[src/rtl/fetch_pkg.sv]
// Shared types and constants for the instruction fetch stage.
// The state enum is also used to decode the debug state output.
package fetch_pkg;

  typedef enum logic [1:0] {
    ST_RST   = 2'd0,
    ST_FETCH = 2'd1,
    ST_HOLD  = 2'd2,
    ST_KILL  = 2'd3
  } fetch_state_e;

  localparam logic [31:0] WORD_BYTES       = 32'd4;
  localparam logic [31:0] DEFAULT_RESET_PC = 32'h0000_0000;

  function automatic logic [31:0] word_align(input logic [31:0] addr);
    return addr & ~32'h0000_0003;
  endfunction

endpackage

[src/rtl/fetch_skid_buf.sv]
// One-entry skid buffer holding {instr, pc} for a word that returns while
// the decode stage is stalled and the output slot is still occupied.
module fetch_skid_buf
  import fetch_pkg::*;
(
  input  logic        clk,
  input  logic        reset,
  input  logic        load,
  input  logic        drain,
  input  logic        flush,
  input  logic [31:0] instr_in,
  input  logic [31:0] pc_in,
  output logic        full,
  output logic [31:0] instr_q,
  output logic [31:0] pc_q
);

  logic        r_full;
  logic [31:0] r_instr;
  logic [31:0] r_pc;

  // Flush wins over load so a redirect never leaves a stale entry behind.
  always_ff @(posedge clk) begin
    if (reset || flush) begin
      r_full <= 1'b0;
    end else if (load) begin
      r_full <= 1'b1;
    end else if (drain) begin
      r_full <= 1'b0;
    end
  end

  always_ff @(posedge clk) begin
    if (reset) begin
      r_instr <= '0;
      r_pc    <= '0;
    end else if (load) begin
      r_instr <= instr_in;
      r_pc    <= pc_in;
    end
  end

  assign full    = r_full;
  assign instr_q = r_instr;
  assign pc_q    = r_pc;

endmodule

[src/rtl/instr_fetch.sv]
// Instruction fetch stage: owns the PC, requests words from instruction
// memory and presents a registered instruction with its PC to decode.
module instr_fetch
  import fetch_pkg::*;
#(
  parameter logic [31:0] RESET_PC = DEFAULT_RESET_PC
) (
  input  logic        clk,
  input  logic        reset,
  output logic        imem_req,
  output logic [31:0] imem_addr,
  input  logic        imem_ready,
  input  logic [31:0] imem_rdata,
  input  logic        stall_id,
  input  logic        redirect_valid,
  input  logic [31:0] redirect_pc,
  output logic        instr_valid,
  output logic [31:0] instr_out,
  output logic [31:0] pc_out,
  output logic [31:0] pc_plus4_out,
  output logic [1:0]  dbg_state
);

  // Handshakes: a memory word transfers on a cycle with imem_req=1 and
  // imem_ready=1, and imem_addr never changes while imem_req=1 waits for
  // imem_ready. The decode stage takes instr_out on a cycle with
  // instr_valid=1 and stall_id=0; with stall_id=1 the outputs are held.

  fetch_state_e r_state;
  fetch_state_e w_state_nxt;
  logic [31:0]  r_pc;
  logic [31:0]  w_pc_nxt;
  logic [31:0]  r_pending;
  logic [31:0]  w_pending_nxt;
  logic         r_valid;
  logic         w_valid_nxt;
  logic [31:0]  r_instr;
  logic [31:0]  w_instr_nxt;
  logic [31:0]  r_pc_out;
  logic [31:0]  w_pc_out_nxt;
  logic [31:0]  r_pc4_out;
  logic [31:0]  w_pc4_out_nxt;
  logic         w_req;
  logic         w_skid_load;
  logic         w_skid_drain;
  logic         w_skid_flush;
  logic         w_skid_full;
  logic [31:0]  w_skid_instr;
  logic [31:0]  w_skid_pc;
  logic [31:0]  w_target;
  logic [31:0]  w_pc_inc;
  logic         w_slot_free;

  assign w_target    = word_align(redirect_pc);
  assign w_pc_inc    = r_pc + WORD_BYTES;
  assign w_slot_free = !r_valid || !stall_id;

  fetch_skid_buf u_skid (
    .clk      (clk),
    .reset    (reset),
    .load     (w_skid_load),
    .drain    (w_skid_drain),
    .flush    (w_skid_flush),
    .instr_in (imem_rdata),
    .pc_in    (r_pc),
    .full     (w_skid_full),
    .instr_q  (w_skid_instr),
    .pc_q     (w_skid_pc)
  );

  always_ff @(posedge clk) begin
    if (reset) begin
      r_state   <= ST_RST;
      r_pc      <= word_align(RESET_PC);
      r_pending <= '0;
      r_valid   <= 1'b0;
      r_instr   <= '0;
      r_pc_out  <= '0;
      r_pc4_out <= '0;
    end else begin
      r_state   <= w_state_nxt;
      r_pc      <= w_pc_nxt;
      r_pending <= w_pending_nxt;
      r_valid   <= w_valid_nxt;
      r_instr   <= w_instr_nxt;
      r_pc_out  <= w_pc_out_nxt;
      r_pc4_out <= w_pc4_out_nxt;
    end
  end

  always_comb begin
    w_state_nxt   = r_state;
    w_pc_nxt      = r_pc;
    w_pending_nxt = r_pending;
    w_valid_nxt   = r_valid;
    w_instr_nxt   = r_instr;
    w_pc_out_nxt  = r_pc_out;
    w_pc4_out_nxt = r_pc4_out;
    w_req         = 1'b0;
    w_skid_load   = 1'b0;
    w_skid_drain  = 1'b0;
    w_skid_flush  = 1'b0;

    case (r_state)
      ST_RST: begin
        w_valid_nxt   = 1'b0;
        w_instr_nxt   = '0;
        w_pc_out_nxt  = '0;
        w_pc4_out_nxt = '0;
        w_pc_nxt      = redirect_valid ? w_target : word_align(RESET_PC);
        w_state_nxt   = ST_FETCH;
      end

      ST_FETCH: begin
        w_req = 1'b1;
        if (redirect_valid) begin
          w_valid_nxt  = 1'b0;
          w_skid_flush = 1'b1;
          if (imem_ready) begin
            w_pc_nxt = w_target;
          end else begin
            // Address must stay put until the stale request completes.
            w_pending_nxt = w_target;
            w_state_nxt   = ST_KILL;
          end
        end else if (imem_ready) begin
          if (w_slot_free) begin
            w_valid_nxt   = 1'b1;
            w_instr_nxt   = imem_rdata;
            w_pc_out_nxt  = r_pc;
            w_pc4_out_nxt = w_pc_inc;
            w_pc_nxt      = w_pc_inc;
          end else begin
            w_skid_load = 1'b1;
            w_state_nxt = ST_HOLD;
          end
        end else if (!stall_id) begin
          w_valid_nxt = 1'b0;
        end
      end

      ST_HOLD: begin
        if (redirect_valid) begin
          w_valid_nxt  = 1'b0;
          w_skid_flush = 1'b1;
          w_pc_nxt     = w_target;
          w_state_nxt  = ST_FETCH;
        end else if (!stall_id && w_skid_full) begin
          w_skid_drain  = 1'b1;
          w_valid_nxt   = 1'b1;
          w_instr_nxt   = w_skid_instr;
          w_pc_out_nxt  = w_skid_pc;
          w_pc4_out_nxt = w_skid_pc + WORD_BYTES;
          w_pc_nxt      = w_pc_inc;
          w_state_nxt   = ST_FETCH;
        end else if (!stall_id) begin
          w_state_nxt = ST_FETCH;
        end
      end

      ST_KILL: begin
        w_req       = 1'b1;
        w_valid_nxt = 1'b0;
        if (redirect_valid) begin
          w_skid_flush = 1'b1;
          if (imem_ready) begin
            w_pc_nxt    = w_target;
            w_state_nxt = ST_FETCH;
          end else begin
            w_pending_nxt = w_target;
          end
        end else if (imem_ready) begin
          w_pc_nxt    = r_pending;
          w_state_nxt = ST_FETCH;
        end
      end

      default: begin
        w_state_nxt = ST_RST;
      end
    endcase
  end

  assign imem_req     = w_req;
  assign imem_addr    = r_pc;
  assign instr_valid  = r_valid;
  assign instr_out    = r_instr;
  assign pc_out       = r_pc_out;
  assign pc_plus4_out = r_pc4_out;
  assign dbg_state    = r_state;

endmodule

[config.mk]
export PLATFORM = sky130hd
export DESIGN_NAME = instr_fetch
export DESIGN_NICKNAME = d
export VERILOG_FILES = /design/src/rtl/fetch_pkg.sv /design/src/rtl/fetch_skid_buf.sv /design/src/rtl/instr_fetch.sv
export SDC_FILE = /design/constraint.sdc
export NUM_CORES = 1
export LEC_CHECK = 0
export ABC_CLOCK_PERIOD_IN_PS = 7600
export BUFFER_PORTS_ARGS = -buffer_cell sky130_fd_sc_hd__buf_2
export CORE_MARGIN = 5
export CORE_UTILIZATION = 45
export DETAILED_ROUTE_END_ITERATION = 8
export PLACE_DENSITY = 0.76
export SKIP_LAST_GASP = 1
export SLEW_MARGIN = 10
export SYNTH_ARGS = -nofsm -noshare
export SYNTH_HDL_FRONTEND = slang
export SYNTH_SLANG_ARGS = --single-unit
[constraint.sdc]
create_clock -name clk -period 7.6 [get_ports clk]
set_input_delay 2.28 -clock clk [delete_from_list [all_inputs] [get_ports clk]]
set_output_delay 2.28 -clock clk [all_outputs]
set_load 0.005 [all_outputs]
==> run summary <==
Area share of the largest cell type after synthesis: 38.5%
Cts hold-fix bufs: 0
Fraction of the yosys area taken by sequential cells: 38.5%
XOR/XNOR Fraction of Synth Area: 2.79%
Routability-driven placement congestion ratio: 0.906
Vias per Instance: 6.12
Row cnt: 58
Most congested layer reported by global routing: met2
Transition time at the pin with the least slew margin: 1280 ps
Maximum clock insertion buffer count: 3
Initial Util: 45.9%
Startpoint kind of the worst setup timing path: input port
Type of the setup path with the least slack: input port to register
Final critical-path required period: 4770 ps
Global route total overflow: 0
Worst reg2reg path depth: 8
Pin count of the biggest net entering global routing: 80
Adder and majority cell fraction of the synthesized area: 0.645%
Worst max-slew margin expressed relative to the limit: 14.5%
Biggest area contributors in the synthesized netlist: sky130_fd_sc_hd__dfxtp_1 (39%), sky130_fd_sc_hd__nand2_1 (11%), sky130_fd_sc_hd__a21oi_1 (9.3%), sky130_fd_sc_hd__a22o_1 (4.4%), sky130_fd_sc_hd__nand3_1 (4.3%)
Setup fix buffers added after clock tree synthesis: 0
Startpoint of the worst-slack reg-to-reg timing path: dbg_state[0]$_SDFFE_PP0P_
Nets: 1,704
FF+latch count, synth: 224
Post-synthesis mux area share: 0.613%
Met1 track utilization from global routing: 36.6%
Count of final max-slew check failures: 0
WP depth: 7
Setup TNS: 0 ps
Wire length of the first global-routing pass: 60.7 mm
Fraction of final layout cells sized beyond drive strength 1: 17.7%
Number of different library cells in the post-synthesis netlist: 77
Placeable Area: 25,300 µm²
Setup violators final: 0
Detailed placer's ending HPWL: 26.0 mm
Number of global-route vias before repair: 10,763
Leakage power: 4.89 nW
Worst reg2reg endpoint: imem_addr[27]$_SDFFE_PP0P_
Total non-filler cell area in the finished layout: 13,400 µm²
Cell type group with the largest total delay on the critical path: simple AND/OR/NAND/NOR gates
Number of optimization iterations in the first detailed-route pass: 6
Mapped cell area: 11,600 µm²
FF-to-FF setup slack: 4070 ps
Number of cells produced by synthesis: 1,536
Height of the die: 171 µm
Global routing usage summed across all routing layers: 25.6%
Post-synthesis compound-gate area fraction: 27.5%
Number of synthesis warnings: 0
Hold Path Class: register to register
Final Util: 52.8%
Number of fill cells: 2,408
Peak supply drop: 0.000180 V
Startpoint of the most critical setup path: stall_id
CTS sink count: 224
Critical-path top delay cell: sky130_fd_sc_hd__and2_2
Kind of capture point of the worst setup path: register
Number of cells in the finished layout apart from fillers: 1,979
Period utilisation layout: 62.7%
Final routed wire length divided by cell count: 20.0 µm
Setup repair after global routing missed its margin: false
Area enclosed by the die boundary: 29,200 µm²
Total of max-cap violations: 0
Pwr/cell area: 221 nW/µm²
Met2 demand-to-capacity share in global routing: 39.6%
Total detailed-routing wirelength: 39.6 mm
Main combinational cell family by area after synthesis: compound AO/OA/AOI/OAI gates
Synth Flop Type: sky130_fd_sc_hd__dfxtp_1
Number of DRC markers in iteration 0: 1,583
Routed vias: 12,110
Worst endpoint data arrival time: 5200 ps
Initial antenna violation count: 2
Number of gates resized after cts: 0
Post-synthesis net count: 1,611
DRC violation count after routing: 0
Count of endpoints failing hold in the final timing report: 0
Area Overhead vs Synth: 15.0%
Root buffer cell: sky130_fd_sc_hd__clkbuf_16
Number of primary I/O pins: 201
Later-pin clock latency in the skew report: 530 ps
Post-synthesis simple-gate area fraction: 23.0%
Outcome: finished, final reports clean
Placed Instance Area: 12,500 µm²
Worst-path maximum fanout: 43
Bufs and invs on worst path: 2
Number of port buffers: 198
Top achievable clock speed: 0.210 GHz
Average cell area after synthesis: 7.57 µm²
Met3 usage in global routing: 5.38%
Clock H-tree levels: 1
Series of cell instances along the critical path: buf_2 -> and2_1 -> o31ai_1 -> and2_2 -> buf_4 -> nand3_1 -> a21oi_1
Required time of the critical path: 8030 ps
Post-CTS clock slew at the launch and capture registers of the worst setup and hold paths: 60 ps
Power, Total: 2.95 mW
Most area-hungry cell type in the Yosys netlist: sky130_fd_sc_hd__dfxtp_1
Cell count after placement: 1,931
EDFF count, synth: 0
Number of CTS-inserted buffers: 26
TritonCTS clock tree: done
Overall die width: 171 µm
Worst path max stage delay: 920 ps
Final setup skew: 20.4 ps
Critical path capture point: pc_out[13]$_SDFFE_PP0P_
Antenna diodes: 0
Number of nets with antenna violations after routing: 0
Asr flop ratio synth: 0%
kinds of logic after synthesis:
| group | Yosys count |
|---|---|
| compound gates | 498 |
| xor+xnor | 37 |
| fa+ha+maj | 6 |
| buf+inv | 178 |
| flops | 224 |
| mux | 7 |
| simple gates | 586 |
state kept, by name (all words and copies together), names as in the netlist:
signal          cells
imem_addr          32
instr_out          32
pc_out             32
u_skid.instr_q     32
u_skid.pc_q        32
pc_plus4_out       30
r_pending          30
dbg_state           2
instr_valid         1
u_skid.full         1
cells in the final DEF (no fill, tap or decap), types with 6 or more instances in the layout:
master / count
sky130_fd_sc_hd__inv_1: 27
sky130_fd_sc_hd__a22oi_1: 16
sky130_fd_sc_hd__nor2b_1: 6
sky130_fd_sc_hd__a22o_1: 59
sky130_fd_sc_hd__a221oi_1: 10
sky130_fd_sc_hd__o31ai_1: 11
sky130_fd_sc_hd__nor4_1: 6
sky130_fd_sc_hd__buf_4: 16
sky130_fd_sc_hd__clkbuf_16: 27
sky130_fd_sc_hd__o21ai_0: 69
sky130_fd_sc_hd__dfxtp_1: 224
sky130_fd_sc_hd__a211oi_1: 7
sky130_fd_sc_hd__xnor2_1: 27
sky130_fd_sc_hd__nor2_1: 34
sky130_fd_sc_hd__or4_1: 7
sky130_fd_sc_hd__nand2b_1: 7
sky130_fd_sc_hd__nand2_1: 333
sky130_fd_sc_hd__nand4_1: 22
sky130_fd_sc_hd__and2_1: 8
sky130_fd_sc_hd__o31a_1: 6
sky130_fd_sc_hd__mux2i_1: 6
sky130_fd_sc_hd__buf_2: 197
sky130_fd_sc_hd__a31oi_1: 12
sky130_fd_sc_hd__a21oi_1: 217
sky130_fd_sc_hd__o22ai_1: 11
sky130_fd_sc_hd__nand3_1: 98
sky130_fd_sc_hd__or3_1: 9
sky130_fd_sc_hd__clkbuf_1: 7
sky130_fd_sc_hd__nor3_1: 16
sky130_fd_sc_hd__and3_1: 8
sky130_fd_sc_hd__o21a_1: 8
sky130_fd_sc_hd__o2bb2ai_1: 7
sky130_fd_sc_hd__xor2_1: 10
sky130_fd_sc_hd__a221o_1: 13
sky130_fd_sc_hd__o211ai_1: 8
power by group:
part	internal [mW]	switching (mW)
Combinational	0.134	0.290
Clock	0.768	0.500
Sequential	1.21	0.0543
Total	2.11	0.845
worst min-delay path by stage:
stage,slack [ps],startpoint,cells past startpoint,to
global route,470,pc_out[18]$_SDFFE_PP0P_,2,pc_out[18]$_SDFFE_PP0P_
global placement,440,pc_plus4_out[10]$_SDFFE_PP0P_,2,pc_plus4_out[10]$_SDFFE_PP0P_
finish,450,pc_plus4_out[9]$_SDFFE_PP0P_,2,pc_plus4_out[9]$_SDFFE_PP0P_
detailed placement,440,pc_plus4_out[9]$_SDFFE_PP0P_,2,pc_plus4_out[9]$_SDFFE_PP0P_
CTS,450,pc_plus4_out[9]$_SDFFE_PP0P_,2,pc_plus4_out[9]$_SDFFE_PP0P_
floorplan,430,r_pending[7]$_SDFFE_PP0P_,2,r_pending[7]$_SDFFE_PP0P_
area by class of cell:
type / count / area (µm²) / area share, %
inverter: 29 / 109 / 0.814
clock buffer: 39 / 771 / 5.76
tap: 330 / 413 / 3.09
clock inverter: 9 / 104 / 0.777
sequential: 224 / 4480 / 33.5
multi-input combinational: 1134 / 6380 / 47.7
timing repair buffer: 214 / 1120 / 8.35
per-layer routing:
| metal | routed length, µm | up-vias |
|---|---|---|
| met5 | 14 | - |
| met4 | 868 | 4 |
| met3 | 4440 | 72 |
| met2 | 17700 | 700 |
| met1 | 16500 | 5672 |
| li1 | - | 5662 |
tightest hold or removal path, cell delays in order (launching register included):
cell	delay (ps)
sky130_fd_sc_hd__dfxtp_1	300
sky130_fd_sc_hd__nand2_1	50
sky130_fd_sc_hd__a21oi_1	50
metrics by stage:
step	hold WS (ps)	worst slack [ps]
2_1_floorplan	432	3650
3_3_place_gp	436	2540
3_5_place_dp	440	2390
4_1_cts	448	2920
5_1_grt	467	2640
6_report	447	2830
synth_stat cells, drive strengths merged, types with 6 or more instances:
cell type,instances
o2bb2ai,7
a211oi,7
nor4,8
o31a,7
nor2b,6
o21a,8
inv,27
o31ai,11
or3,14
xnor2,27
a31oi,12
nand2b,7
a21oi,218
nand3,100
dfxtp,224
nor2,36
a221o,13
and3,9
or4,10
xor2,10
o22ai,11
o211ai,8
mux2i,6
nand4,24
ha,6
nor3,17
a22o,60
a221oi,11
a22oi,16
nand2,334
and2,9
buf,32
o21ai,70
clkbuf,116
Note: power is estimated with default switching activity, not from simulation.
